==> src/rtl/lsq_issue_if.sv <==
// Signal bundle between dispatch / LSU / writeback and the load-store issue queue.
// The slave modport is the queue's view; the master modport is the surrounding pipeline's view.
interface lsq_issue_if #(
    parameter int DATA_WIDTH = 32,
    parameter int ROB_WIDTH  = 4,
    parameter int PREG_WIDTH = 7
);
    logic                  i_valid;
    logic [DATA_WIDTH-1:0] i_base_addr;
    logic [DATA_WIDTH-1:0] i_offset;
    logic [DATA_WIDTH-1:0] i_store_data;
    logic                  i_memwrite;
    logic [PREG_WIDTH-1:0] i_prd;
    logic [ROB_WIDTH-1:0]  i_rob_tag;
    logic                  o_ready;
    logic [ROB_WIDTH-1:0]  i_rob_head_tag;
    logic                  i_flush;

    logic                  o_lsu_valid;
    logic [DATA_WIDTH-1:0] o_lsu_base_addr;
    logic [DATA_WIDTH-1:0] o_lsu_offset;
    logic [DATA_WIDTH-1:0] o_lsu_store_data;
    logic                  o_lsu_memwrite;
    logic [PREG_WIDTH-1:0] o_lsu_prd;
    logic [ROB_WIDTH-1:0]  o_lsu_rob_tag;

    logic                  i_lsu_valid;
    logic [DATA_WIDTH-1:0] i_lsu_data;
    logic [ROB_WIDTH-1:0]  i_lsu_rob_tag;

    logic                  o_wb_valid;
    logic [DATA_WIDTH-1:0] o_wb_data;
    logic [PREG_WIDTH-1:0] o_wb_prd;
    logic [ROB_WIDTH-1:0]  o_wb_rob_tag;
    logic                  o_error;

    modport slave (
        input  i_valid, i_base_addr, i_offset, i_store_data, i_memwrite, i_prd, i_rob_tag,
        input  i_rob_head_tag, i_flush,
        input  i_lsu_valid, i_lsu_data, i_lsu_rob_tag,
        output o_ready,
        output o_lsu_valid, o_lsu_base_addr, o_lsu_offset, o_lsu_store_data,
        output o_lsu_memwrite, o_lsu_prd, o_lsu_rob_tag,
        output o_wb_valid, o_wb_data, o_wb_prd, o_wb_rob_tag, o_error
    );

    modport master (
        output i_valid, i_base_addr, i_offset, i_store_data, i_memwrite, i_prd, i_rob_tag,
        output i_rob_head_tag, i_flush,
        output i_lsu_valid, i_lsu_data, i_lsu_rob_tag,
        input  o_ready,
        input  o_lsu_valid, o_lsu_base_addr, o_lsu_offset, o_lsu_store_data,
        input  o_lsu_memwrite, o_lsu_prd, o_lsu_rob_tag,
        input  o_wb_valid, o_wb_data, o_wb_prd, o_wb_rob_tag, o_error
    );
endinterface

==> src/rtl/lsq_issue.sv <==
// In-order load/store issue queue: circular op FIFO, head-of-ROB gating for stores,
// in-flight tracker matching LSU completions, and a registered writeback stage.
module lsq_issue #(
    parameter int DATA_WIDTH = 32,
    parameter int ROB_WIDTH  = 4,
    parameter int PREG_WIDTH = 7,
    parameter int DEPTH      = 4
) (
    input  logic        clk,
    input  logic        reset,
    lsq_issue_if.slave  bus
);
    localparam int PTR_W     = $clog2(DEPTH);
    localparam int CNT_W     = PTR_W + 1;
    localparam int TRK_DEPTH = 4;
    localparam int TRK_PTR_W = 2;
    localparam int TRK_CNT_W = 3;

    logic [DATA_WIDTH-1:0] base_mem  [DEPTH];
    logic [DATA_WIDTH-1:0] off_mem   [DEPTH];
    logic [DATA_WIDTH-1:0] sdata_mem [DEPTH];
    logic                  mw_mem    [DEPTH];
    logic [PREG_WIDTH-1:0] prd_mem   [DEPTH];
    logic [ROB_WIDTH-1:0]  tag_mem   [DEPTH];

    logic [PTR_W-1:0] wr_ptr_q, wr_ptr_d, rd_ptr_q, rd_ptr_d;
    logic [CNT_W-1:0] count_q, count_d;

    logic [ROB_WIDTH-1:0]  trk_tag_mem [TRK_DEPTH];
    logic [PREG_WIDTH-1:0] trk_prd_mem [TRK_DEPTH];
    logic                  trk_mw_mem  [TRK_DEPTH];

    logic [TRK_PTR_W-1:0] trk_wr_q, trk_wr_d, trk_rd_q, trk_rd_d;
    logic [TRK_CNT_W-1:0] trk_cnt_q, trk_cnt_d, drop_q, drop_d;

    logic                  wb_valid_q;
    logic [DATA_WIDTH-1:0] wb_data_q;
    logic [PREG_WIDTH-1:0] wb_prd_q;
    logic [ROB_WIDTH-1:0]  wb_tag_q;
    logic                  err_q;

    logic ready, enq, issue, head_mw;
    logic dropping, cpl, trk_empty, trk_pop, mismatch;

    assign ready   = (count_q != CNT_W'(DEPTH)) && !bus.i_flush;
    assign enq     = bus.i_valid && ready;
    assign head_mw = mw_mem[rd_ptr_q];
    // A store may only leave the queue once it is the oldest uncommitted ROB entry.
    assign issue   = (count_q != '0) && !bus.i_flush &&
                     (!head_mw || (tag_mem[rd_ptr_q] == bus.i_rob_head_tag));

    assign bus.o_ready          = ready;
    assign bus.o_lsu_valid      = issue;
    assign bus.o_lsu_base_addr  = base_mem[rd_ptr_q];
    assign bus.o_lsu_offset     = off_mem[rd_ptr_q];
    assign bus.o_lsu_store_data = sdata_mem[rd_ptr_q];
    assign bus.o_lsu_memwrite   = head_mw;
    assign bus.o_lsu_prd        = prd_mem[rd_ptr_q];
    assign bus.o_lsu_rob_tag    = tag_mem[rd_ptr_q];

    always_ff @(posedge clk) begin
        if (enq) begin
            base_mem[wr_ptr_q]  <= bus.i_base_addr;
            off_mem[wr_ptr_q]   <= bus.i_offset;
            sdata_mem[wr_ptr_q] <= bus.i_store_data;
            mw_mem[wr_ptr_q]    <= bus.i_memwrite;
            prd_mem[wr_ptr_q]   <= bus.i_prd;
            tag_mem[wr_ptr_q]   <= bus.i_rob_tag;
        end
    end

    always_comb begin
        wr_ptr_d = wr_ptr_q;
        rd_ptr_d = rd_ptr_q;
        count_d  = count_q;
        if (bus.i_flush) begin
            wr_ptr_d = '0;
            rd_ptr_d = '0;
            count_d  = '0;
        end else begin
            if (enq)   wr_ptr_d = wr_ptr_q + PTR_W'(1);
            if (issue) rd_ptr_d = rd_ptr_q + PTR_W'(1);
            if (enq && !issue)      count_d = count_q + CNT_W'(1);
            else if (!enq && issue) count_d = count_q - CNT_W'(1);
        end
    end

    // Completions still owed to squashed ops are swallowed by the drop counter.
    assign dropping  = (drop_q != '0);
    assign cpl       = bus.i_lsu_valid && !dropping;
    assign trk_empty = (trk_cnt_q == '0);
    assign trk_pop   = cpl && !trk_empty;
    assign mismatch  = cpl && (trk_empty || (bus.i_lsu_rob_tag != trk_tag_mem[trk_rd_q]));

    always_ff @(posedge clk) begin
        if (issue) begin
            trk_tag_mem[trk_wr_q] <= tag_mem[rd_ptr_q];
            trk_prd_mem[trk_wr_q] <= prd_mem[rd_ptr_q];
            trk_mw_mem[trk_wr_q]  <= head_mw;
        end
    end

    always_comb begin
        trk_wr_d  = trk_wr_q;
        trk_rd_d  = trk_rd_q;
        trk_cnt_d = trk_cnt_q;
        drop_d    = drop_q;
        if (bus.i_lsu_valid && dropping) drop_d = drop_q - TRK_CNT_W'(1);
        if (issue)   trk_wr_d = trk_wr_q + TRK_PTR_W'(1);
        if (trk_pop) trk_rd_d = trk_rd_q + TRK_PTR_W'(1);
        if (issue && !trk_pop)      trk_cnt_d = trk_cnt_q + TRK_CNT_W'(1);
        else if (!issue && trk_pop) trk_cnt_d = trk_cnt_q - TRK_CNT_W'(1);
        if (bus.i_flush) begin
            drop_d    = drop_d + trk_cnt_d;
            trk_wr_d  = '0;
            trk_rd_d  = '0;
            trk_cnt_d = '0;
        end
    end

    always_ff @(posedge clk or negedge reset) begin
        if (!reset) begin
            wr_ptr_q   <= '0;
            rd_ptr_q   <= '0;
            count_q    <= '0;
            trk_wr_q   <= '0;
            trk_rd_q   <= '0;
            trk_cnt_q  <= '0;
            drop_q     <= '0;
            err_q      <= 1'b0;
            wb_valid_q <= 1'b0;
            wb_data_q  <= '0;
            wb_prd_q   <= '0;
            wb_tag_q   <= '0;
        end else begin
            wr_ptr_q   <= wr_ptr_d;
            rd_ptr_q   <= rd_ptr_d;
            count_q    <= count_d;
            trk_wr_q   <= trk_wr_d;
            trk_rd_q   <= trk_rd_d;
            trk_cnt_q  <= trk_cnt_d;
            drop_q     <= drop_d;
            err_q      <= err_q | mismatch;
            wb_valid_q <= trk_pop;
            if (trk_pop) begin
                wb_data_q <= trk_mw_mem[trk_rd_q] ? '0 : bus.i_lsu_data;
                wb_prd_q  <= trk_prd_mem[trk_rd_q];
                wb_tag_q  <= bus.i_lsu_rob_tag;
            end
        end
    end

    assign bus.o_wb_valid   = wb_valid_q;
    assign bus.o_wb_data    = wb_data_q;
    assign bus.o_wb_prd     = wb_prd_q;
    assign bus.o_wb_rob_tag = wb_tag_q;
    assign bus.o_error      = err_q;
endmodule

==> src/flat_wrapper.sv <==
// flat-port wrapper written by rule: the top's interface ports become plain ports
module lsq_issue_flat 
#(
    parameter int DATA_WIDTH = 32,
    parameter int ROB_WIDTH  = 4,
    parameter int PREG_WIDTH = 7,
    parameter int DEPTH      = 4
)
  (clk, reset, bus_i_valid, bus_i_base_addr, bus_i_offset, bus_i_store_data, bus_i_memwrite, bus_i_prd, bus_i_rob_tag, bus_i_rob_head_tag, bus_i_flush, bus_i_lsu_valid, bus_i_lsu_data, bus_i_lsu_rob_tag, bus_o_ready, bus_o_lsu_valid, bus_o_lsu_base_addr, bus_o_lsu_offset, bus_o_lsu_store_data, bus_o_lsu_memwrite, bus_o_lsu_prd, bus_o_lsu_rob_tag, bus_o_wb_valid, bus_o_wb_data, bus_o_wb_prd, bus_o_wb_rob_tag, bus_o_error);
  lsq_issue_if #(.DATA_WIDTH(DATA_WIDTH), .ROB_WIDTH(ROB_WIDTH), .PREG_WIDTH(PREG_WIDTH)) bus_i ();
  input  logic clk;
  input  logic reset;
  input wire logic [$bits(bus_i.i_valid)-1:0] bus_i_valid;
  input wire logic [$bits(bus_i.i_base_addr)-1:0] bus_i_base_addr;
  input wire logic [$bits(bus_i.i_offset)-1:0] bus_i_offset;
  input wire logic [$bits(bus_i.i_store_data)-1:0] bus_i_store_data;
  input wire logic [$bits(bus_i.i_memwrite)-1:0] bus_i_memwrite;
  input wire logic [$bits(bus_i.i_prd)-1:0] bus_i_prd;
  input wire logic [$bits(bus_i.i_rob_tag)-1:0] bus_i_rob_tag;
  input wire logic [$bits(bus_i.i_rob_head_tag)-1:0] bus_i_rob_head_tag;
  input wire logic [$bits(bus_i.i_flush)-1:0] bus_i_flush;
  input wire logic [$bits(bus_i.i_lsu_valid)-1:0] bus_i_lsu_valid;
  input wire logic [$bits(bus_i.i_lsu_data)-1:0] bus_i_lsu_data;
  input wire logic [$bits(bus_i.i_lsu_rob_tag)-1:0] bus_i_lsu_rob_tag;
  output wire logic [$bits(bus_i.o_ready)-1:0] bus_o_ready;
  output wire logic [$bits(bus_i.o_lsu_valid)-1:0] bus_o_lsu_valid;
  output wire logic [$bits(bus_i.o_lsu_base_addr)-1:0] bus_o_lsu_base_addr;
  output wire logic [$bits(bus_i.o_lsu_offset)-1:0] bus_o_lsu_offset;
  output wire logic [$bits(bus_i.o_lsu_store_data)-1:0] bus_o_lsu_store_data;
  output wire logic [$bits(bus_i.o_lsu_memwrite)-1:0] bus_o_lsu_memwrite;
  output wire logic [$bits(bus_i.o_lsu_prd)-1:0] bus_o_lsu_prd;
  output wire logic [$bits(bus_i.o_lsu_rob_tag)-1:0] bus_o_lsu_rob_tag;
  output wire logic [$bits(bus_i.o_wb_valid)-1:0] bus_o_wb_valid;
  output wire logic [$bits(bus_i.o_wb_data)-1:0] bus_o_wb_data;
  output wire logic [$bits(bus_i.o_wb_prd)-1:0] bus_o_wb_prd;
  output wire logic [$bits(bus_i.o_wb_rob_tag)-1:0] bus_o_wb_rob_tag;
  output wire logic [$bits(bus_i.o_error)-1:0] bus_o_error;
  assign bus_i.i_valid = bus_i_valid;
  assign bus_i.i_base_addr = bus_i_base_addr;
  assign bus_i.i_offset = bus_i_offset;
  assign bus_i.i_store_data = bus_i_store_data;
  assign bus_i.i_memwrite = bus_i_memwrite;
  assign bus_i.i_prd = bus_i_prd;
  assign bus_i.i_rob_tag = bus_i_rob_tag;
  assign bus_i.i_rob_head_tag = bus_i_rob_head_tag;
  assign bus_i.i_flush = bus_i_flush;
  assign bus_i.i_lsu_valid = bus_i_lsu_valid;
  assign bus_i.i_lsu_data = bus_i_lsu_data;
  assign bus_i.i_lsu_rob_tag = bus_i_lsu_rob_tag;
  assign bus_o_ready = bus_i.o_ready;
  assign bus_o_lsu_valid = bus_i.o_lsu_valid;
  assign bus_o_lsu_base_addr = bus_i.o_lsu_base_addr;
  assign bus_o_lsu_offset = bus_i.o_lsu_offset;
  assign bus_o_lsu_store_data = bus_i.o_lsu_store_data;
  assign bus_o_lsu_memwrite = bus_i.o_lsu_memwrite;
  assign bus_o_lsu_prd = bus_i.o_lsu_prd;
  assign bus_o_lsu_rob_tag = bus_i.o_lsu_rob_tag;
  assign bus_o_wb_valid = bus_i.o_wb_valid;
  assign bus_o_wb_data = bus_i.o_wb_data;
  assign bus_o_wb_prd = bus_i.o_wb_prd;
  assign bus_o_wb_rob_tag = bus_i.o_wb_rob_tag;
  assign bus_o_error = bus_i.o_error;
  lsq_issue #(.DATA_WIDTH(DATA_WIDTH), .ROB_WIDTH(ROB_WIDTH), .PREG_WIDTH(PREG_WIDTH), .DEPTH(DEPTH)) u_core (.clk(clk), .reset(reset), .bus(bus_i));
endmodule
==> config.mk <==
export PLATFORM = sky130hd
export DESIGN_NAME = lsq_issue_flat
export DESIGN_NICKNAME = d
export VERILOG_FILES = /design/src/rtl/lsq_issue_if.sv /design/src/rtl/lsq_issue.sv /design/src/flat_wrapper.sv
export SDC_FILE = /design/constraint.sdc
export NUM_CORES = 1
export LEC_CHECK = 0
export ABC_AREA = 1
export BUFFER_PORTS_ARGS = -buffer_cell sky130_fd_sc_hd__buf_2
export CORE_ASPECT_RATIO = 1.1
export CORE_UTILIZATION = 57
export CTS_BUF_LIST = sky130_fd_sc_hd__clkbuf_8 sky130_fd_sc_hd__clkbuf_16
export CTS_CLUSTER_SIZE = 24
export DETAILED_ROUTE_END_ITERATION = 16
export PLACE_DENSITY = 0.83
export SLEW_MARGIN = 30
export SYNTH_ARGS = -nofsm -noshare
export SYNTH_HDL_FRONTEND = slang
export SYNTH_SLANG_ARGS = --single-unit
==> constraint.sdc <==
create_clock -name clk -period 9.9 [get_ports clk]
set_input_delay 0.495 -clock clk [delete_from_list [all_inputs] [get_ports clk]]
set_output_delay 0.495 -clock clk [all_outputs]
set_load 0.005 [all_outputs]
# == Yosys cells after proc, flatten, opt, wreduce, memory -nomap -nowiden ==
# Memories as Yosys holds them, arrays and structs flattened. A register that Yosys moved wholly into a read port is not among the register bits.
# Cells that the tools add are included.
# Widths: inputs -> output; s select.
# op_classes
addsub,10
n_eq_ne,3
n_mux,21
bitwise,1
n_reduce_logical,29
# ops
cell,n
$mux 32,1
$mux 3,8
$mux 2,8
$logic_and 1x1->1,12
$reduce_bool 3->1,3
$sub 3x1->3 const B,3
$add 2x1->2 const B,4
$logic_not 1->1,8
$add 3x1->3 const B,2
$reduce_bool 2->1,3
$eq 4x4->1,1
$mux 1,4
$ne 4x4->1,1
$add 3x3->3,1
$logic_not 3->1,1
$ne 3x3->1 const B,1
$logic_or 1x1->1,2
$or 1x1->1,1
# totals
register_bits,55
ram_bits,480
inputBits,153
out_inout_bits,155
elab_cells,84
memories,9
# memory_table
name,depth,word_bits,read_ports,rd_ports_with_merged_regs,write_ports,line,text
u_core.base_mem,4,32,1,0,1,lsq_issue.sv:19,logic [DATA_WIDTH-1:0] base_mem [DEPTH];
u_core.off_mem,4,32,1,0,1,lsq_issue.sv:20,logic [DATA_WIDTH-1:0] off_mem [DEPTH];
u_core.sdata_mem,4,32,1,0,1,lsq_issue.sv:21,logic [DATA_WIDTH-1:0] sdata_mem [DEPTH];
u_core.prd_mem,4,7,1,0,1,lsq_issue.sv:23,logic [PREG_WIDTH-1:0] prd_mem [DEPTH];
u_core.trk_prd_mem,4,7,1,1,1,lsq_issue.sv:30,logic [PREG_WIDTH-1:0] trk_prd_mem [TRK_DEPTH];
u_core.tag_mem,4,4,1,0,1,lsq_issue.sv:24,logic [ROB_WIDTH-1:0] tag_mem [DEPTH];
3 more memories,n/a,n/a,n/a,n/a,n/a,n/a,

# == Longest topological paths before layout ==
# An unclocked memory read counts as a cell.
# depth
ltp_word,10
mapped_depth,23
mapped_depth_nobuf,22

# == Worst setup path before layout ==
# OpenSTA, ideal clock, no wires.
# synth_timing
path_kind,in2reg
start,input bus_i_flush
end,memory u_core.base_mem[0][0] (enable)
setup_time_ns,0.576
arrival_time_ns,5.406
required_ns,9.324
slack_ns,3.917
stages,3
path_buffers,0
path_cell_list,a31oi_1 > nand2_1 > nor2_1
# synth_via
elab_chain_len,5
# synth_rtl
element,line,text
"start, declared",flat_wrapper.sv:21,input wire logic [$bits(bus_i.i_flush)-1:0] bus_i_flush;
$logic_not 1->1,lsq_issue.sv:45,assign ready = (count_q != CNT_W'(DEPTH)) && !bus.i_flush;
$logic_and 1x1->1,lsq_issue.sv:45,
$logic_and 1x1->1,lsq_issue.sv:46,assign enq = bus.i_valid && ready;
$mux 1,lsq_issue.sv:62,if (enq) begin
$mux 1 (not written as such),lsq_issue.sv:63,base_mem[wr_ptr_q] <= bus.i_base_addr;
"end, declared",lsq_issue.sv:19,
# No other way between the ends.

# == Final worst setup path ==
# layout_timing
start,register u_core.rd_ptr_q[0]
end,output bus_o_lsu_offset[28]
# layout_via
elab_chain_len,1
# layout_rtl
element,line,text
"start, declared",lsq_issue.sv:26,"logic [PTR_W-1:0] wr_ptr_q, wr_ptr_d, rd_ptr_q, rd_ptr_d;"
"start signal, assigned",lsq_issue.sv:137,rd_ptr_q <= rd_ptr_d;
$mem_v2 4x32,n/a,
"end, declared",flat_wrapper.sv:28,output wire logic [$bits(bus_i.o_lsu_offset)-1:0] bus_o_lsu_offset;
# No other way between the ends.

==> flow_metrics.py <==
metrics = {
    "status": {
        "outcome": "complete, no violations",
    },
    "synthesis": {
        "syn_inst": 1537,
        "synthTopCellsByArea": "edfxtp_1 70%, dfrtp_1 7.5%, o21ai_0 5.7%",
        "synthTopCellsByCount": "480 x edfxtp_1, 261 x nor2_1, 235 x o21ai_0",
        "synth-seq-cells": 542,
        "ys_async_sr_fraction_pct": 11.4,
        "yosysMostFrequentCell": "edfxtp_1",
        "synth_fp_nets": 1706,
        "synth.cell_area_sq_um": 20700,
        "yosysSeqAreaShare_pct": 77.0,
        "synth_ff_type": "edfxtp_1",
        "synth-edff-count": 480,
        "synth_area_leader_cell": "edfxtp_1",
        "synth_cell_type_count": 38,
        "synth_top_cell_area_share_pct": 69.6,
        "yosysWarnings": 0,
        "avgSynthCellArea_sq_um": 13.5,
    },
    "worst_setup_path": {
        "path_cells": "buf_12 -> buf_4 -> inv_6 -> buf_6 -> o21ai_0 -> o22ai_1 -> buf_2",
        "crit_fanout": 128,
        "slowest_stage": "buf_6",
        "max_stage_delay_ns": 0.72,
        "worstPathRequired_ns": 9.41,
        "r2r_start": "u_core.rd_ptr_q[0]",
        "cp-end-kind": "output port",
        "startpoint_type": "flop",
        "cp_data_arrival_time_ns": 3.98,
        "critPathLaunch": "u_core.rd_ptr_q[0]",
        "crit_type": "flop to output port",
    },
    "timing": {
        "finClkSkew_ns": 0.0287,
        "worstMarginPinSlew_ns": 0.953,
        "layout_min_cycle_time_ns": 4.48,
        "finalHoldViolations": 0,
        "post-route-period-util_pct": 45.2,
        "setup-violations-final": 0,
        "finalHoldWorstSlack_ns": 0.100,
        "rsz0062_at_grt": "no",
        "setup_tns_ns": 0,
        "drv_slew": 0,
        "clock.fmax_mhz": 223,
        "max_slew_margin_pct": 36.4,
    },
    "pwr": {
        "p_leak_nw": 9.25,
        "power_density_nw_per_um2": 267,
        "clkPwrFrac_pct": 29.7,
        "switching_share_pct": 31.0,
        "p_comb_share_pct": 25.7,
        "p_int_mw": 4.48,
        "peakVddDrop_v": 0.000214,
        "p_seq_share_pct": 44.6,
        "switching_power_mw": 2.02,
    },
    "clock_network": {
        "cts_hold_buf": 0,
        "clockBufferDepth": 3,
        "cts_tree": "done",
        "clk_pin_slew_worst_paths_ns": 0.06,
        "cts.sink_count": 542,
        "ctsResizeCount": 0,
        "cts_setup_buffers": 0,
        "root_buffer": "clkbuf_16",
        "cts_buffers": 51,
        "h-tree-depth": 2,
        "clk_latency_ns": 0.58,
    },
    "run": {
        "maxCapViolCount": 0,
    },
    "routing": {
        "drc": 0,
        "wl_um": 45800,
        "viasPerCell": 5.72,
        "drt_pass1_iterations": 5,
        "vias": 13438,
        "wl_per_cell_um": 19.5,
        "first_iter_violations": 1054,
        "antenna_violating_nets_post_route": 0,
    },
    "global_route": {
        "grt_pass1_vias": 13271,
        "grt_max_degree": 129,
        "grt-ovfl-total": 0,
        "antenna_found_initial": 14,
        "grt_pass1_wl_um": 69400,
        "grtUsageTotal_pct": 24.3,
    },
    "layout": {
        "finalNetCount": 1991,
        "fillCellCount": 2393,
        "syn_to_final_growth_pct": 17.7,
        "drive_above_1_share_pct": 23.3,
    },
    "die": {
        "start_util_pct": 58.4,
        "ioPinCount": 308,
        "die_h_um": 202,
        "die_area_sq_um": 37100,
        "core_sq_um": 35500,
        "die_x_um": 184,
        "rows": 72,
    },
    "hold_path": {
        "min_path_type": "input port to asynchronous set/reset pin",
    },
    "placed_design": {
        "dp_hpwl_um": 26300,
        "routabilityCongestion": 0.814,
        "portBuffers": 307,
    },
}
[kinds of logic (layout without fill, tap and decap cells)]
| logic type | after synthesis | after routing | synth area share [%] |
|---|---|---|---|
| buf+inv | 136 | 461 | 2.67 |
| flops | 542 | 542 | 77.0 |
| other cells | 0 | 7 | 0 |
| mux | 1 | 1 | 0.0724 |
| compound gates | 369 | 369 | 9.79 |
| fa+ha+maj | 16 | 16 | 1.04 |
| simple gates | 467 | 467 | 9.08 |
| xor+xnor | 6 | 6 | 0.290 |
[cell type report]
type / instances / area [sq um] / area share, %
clock inverters: 36 / 317 / 1.30
flip-flops and latches: 542 / 16000 / 65.5
diodes: 7 / 17.5 / 0.0718
repair buffers: 324 / 1690 / 6.94
multi-input cells: 859 / 4240 / 17.4
inverters: 44 / 178 / 0.728
well taps: 481 / 602 / 2.47
clock buffers: 57 / 1370 / 5.62
[metrics by stage]
stage	setup WS (ns)	power (mW)	cell area, sq um	util [%]	std cells
final	5.42	6.50	24400	68.7	2350
after global routing	5.24	6.81	24400	68.7	2347
after floorplan	3.92	3.88	20700	-	1537
after detailed placement	5.55	4.59	22600	63.8	2248
after global placement	5.67	4.52	22600	63.8	2248
after CTS	5.45	6.52	24300	68.5	2341
[registers in the layout (all words and copies together), names as in the netlist, 2 cells and up]
register	flops
u_core.bus.o_wb_data	32
u_core.bus.o_wb_prd	7
u_core.trk_cnt_q	3
u_core.wr_ptr_q	2
u_core.prd_mem	28
u_core.bus.o_wb_rob_tag	4
u_core.base_mem	128
u_core.count_q	3
u_core.tag_mem	16
u_core.trk_wr_q	2
u_core.rd_ptr_q	2
u_core.trk_rd_q	2
u_core.off_mem	128
u_core.trk_tag_mem	16
u_core.drop_q	3
u_core.trk_prd_mem	28
u_core.mw_mem	4
u_core.sdata_mem	128
u_core.trk_mw_mem	4
[layer usage]
| layer | GRT usage (%) | part of all wire, % | vias up |
|---|---|---|---|
| met3 | 7.68 | 10 | 102 |
| met1 | 29.0 | 37 | 6538 |
| met2 | 41.4 | 49 | 593 |
| li1 | - | - | 6189 |
| met5 | 0 | 0.22 | - |
| met4 | 8.84 | 2.7 | 16 |
[power groups by stage]
| stage | sequential, mW | combinational [mW] | clock [mW] |
|---|---|---|---|
| floorplan | 2.92 | 0.969 | 0 |
| global placement | 2.95 | 1.56 | 0 |
| detailed placement | 2.96 | 1.62 | 0 |
| CTS | 2.92 | 1.65 | 1.95 |
| global route | 2.92 | 1.85 | 2.04 |
| finish | 2.90 | 1.67 | 1.93 |
[worst paths after layout]
| check | endpoint | slack (ns) | cells past startpoint |
|---|---|---|---|
| hold / removal | u_core.trk_cnt_q[2] | 0.10 | 2 |
| min in group clk | u_core.off_mem[0][22] | 0.13 | 1 |
| max in group asynchronous | u_core.rd_ptr_q[1] | 9.23 | 2 |
| hold reg to reg | u_core.count_q[0] | 0.47 | 1 |
| setup reg to reg | u_core.drop_q[2] | 5.54 | 22 |
| setup / recovery | bus_o_lsu_offset[28] | 5.42 | 7 |
[cells in the final DEF (no fill, tap or decap), drive strengths merged, types with 5 or more instances in the layout]
master / synthesis / layout
edfxtp: 480 / 480
buf: 15 / 324
nor2: 261 / 261
o21ai: 235 / 235
nand2: 151 / 151
o22ai: 109 / 109
dfrtp: 62 / 62
clkbuf: 77 / 57
inv: 43 / 55
nand3: 49 / 49
clkinv: 1 / 16
ha: 14 / 14
a21oi: 10 / 10
a31oi: 9 / 9
diode: 0 / 7
bufinv: 0 / 5
[critical path: cells and delay by family (launching register included)]
kind | cells | cell delay (ns)
AOI/OAI and AO/OA | 2 | 0.51
buffers and inverters | 5 | 2.00
DFF | 1 | 0.68
Note: power is estimated with default switching activity, not from simulation.
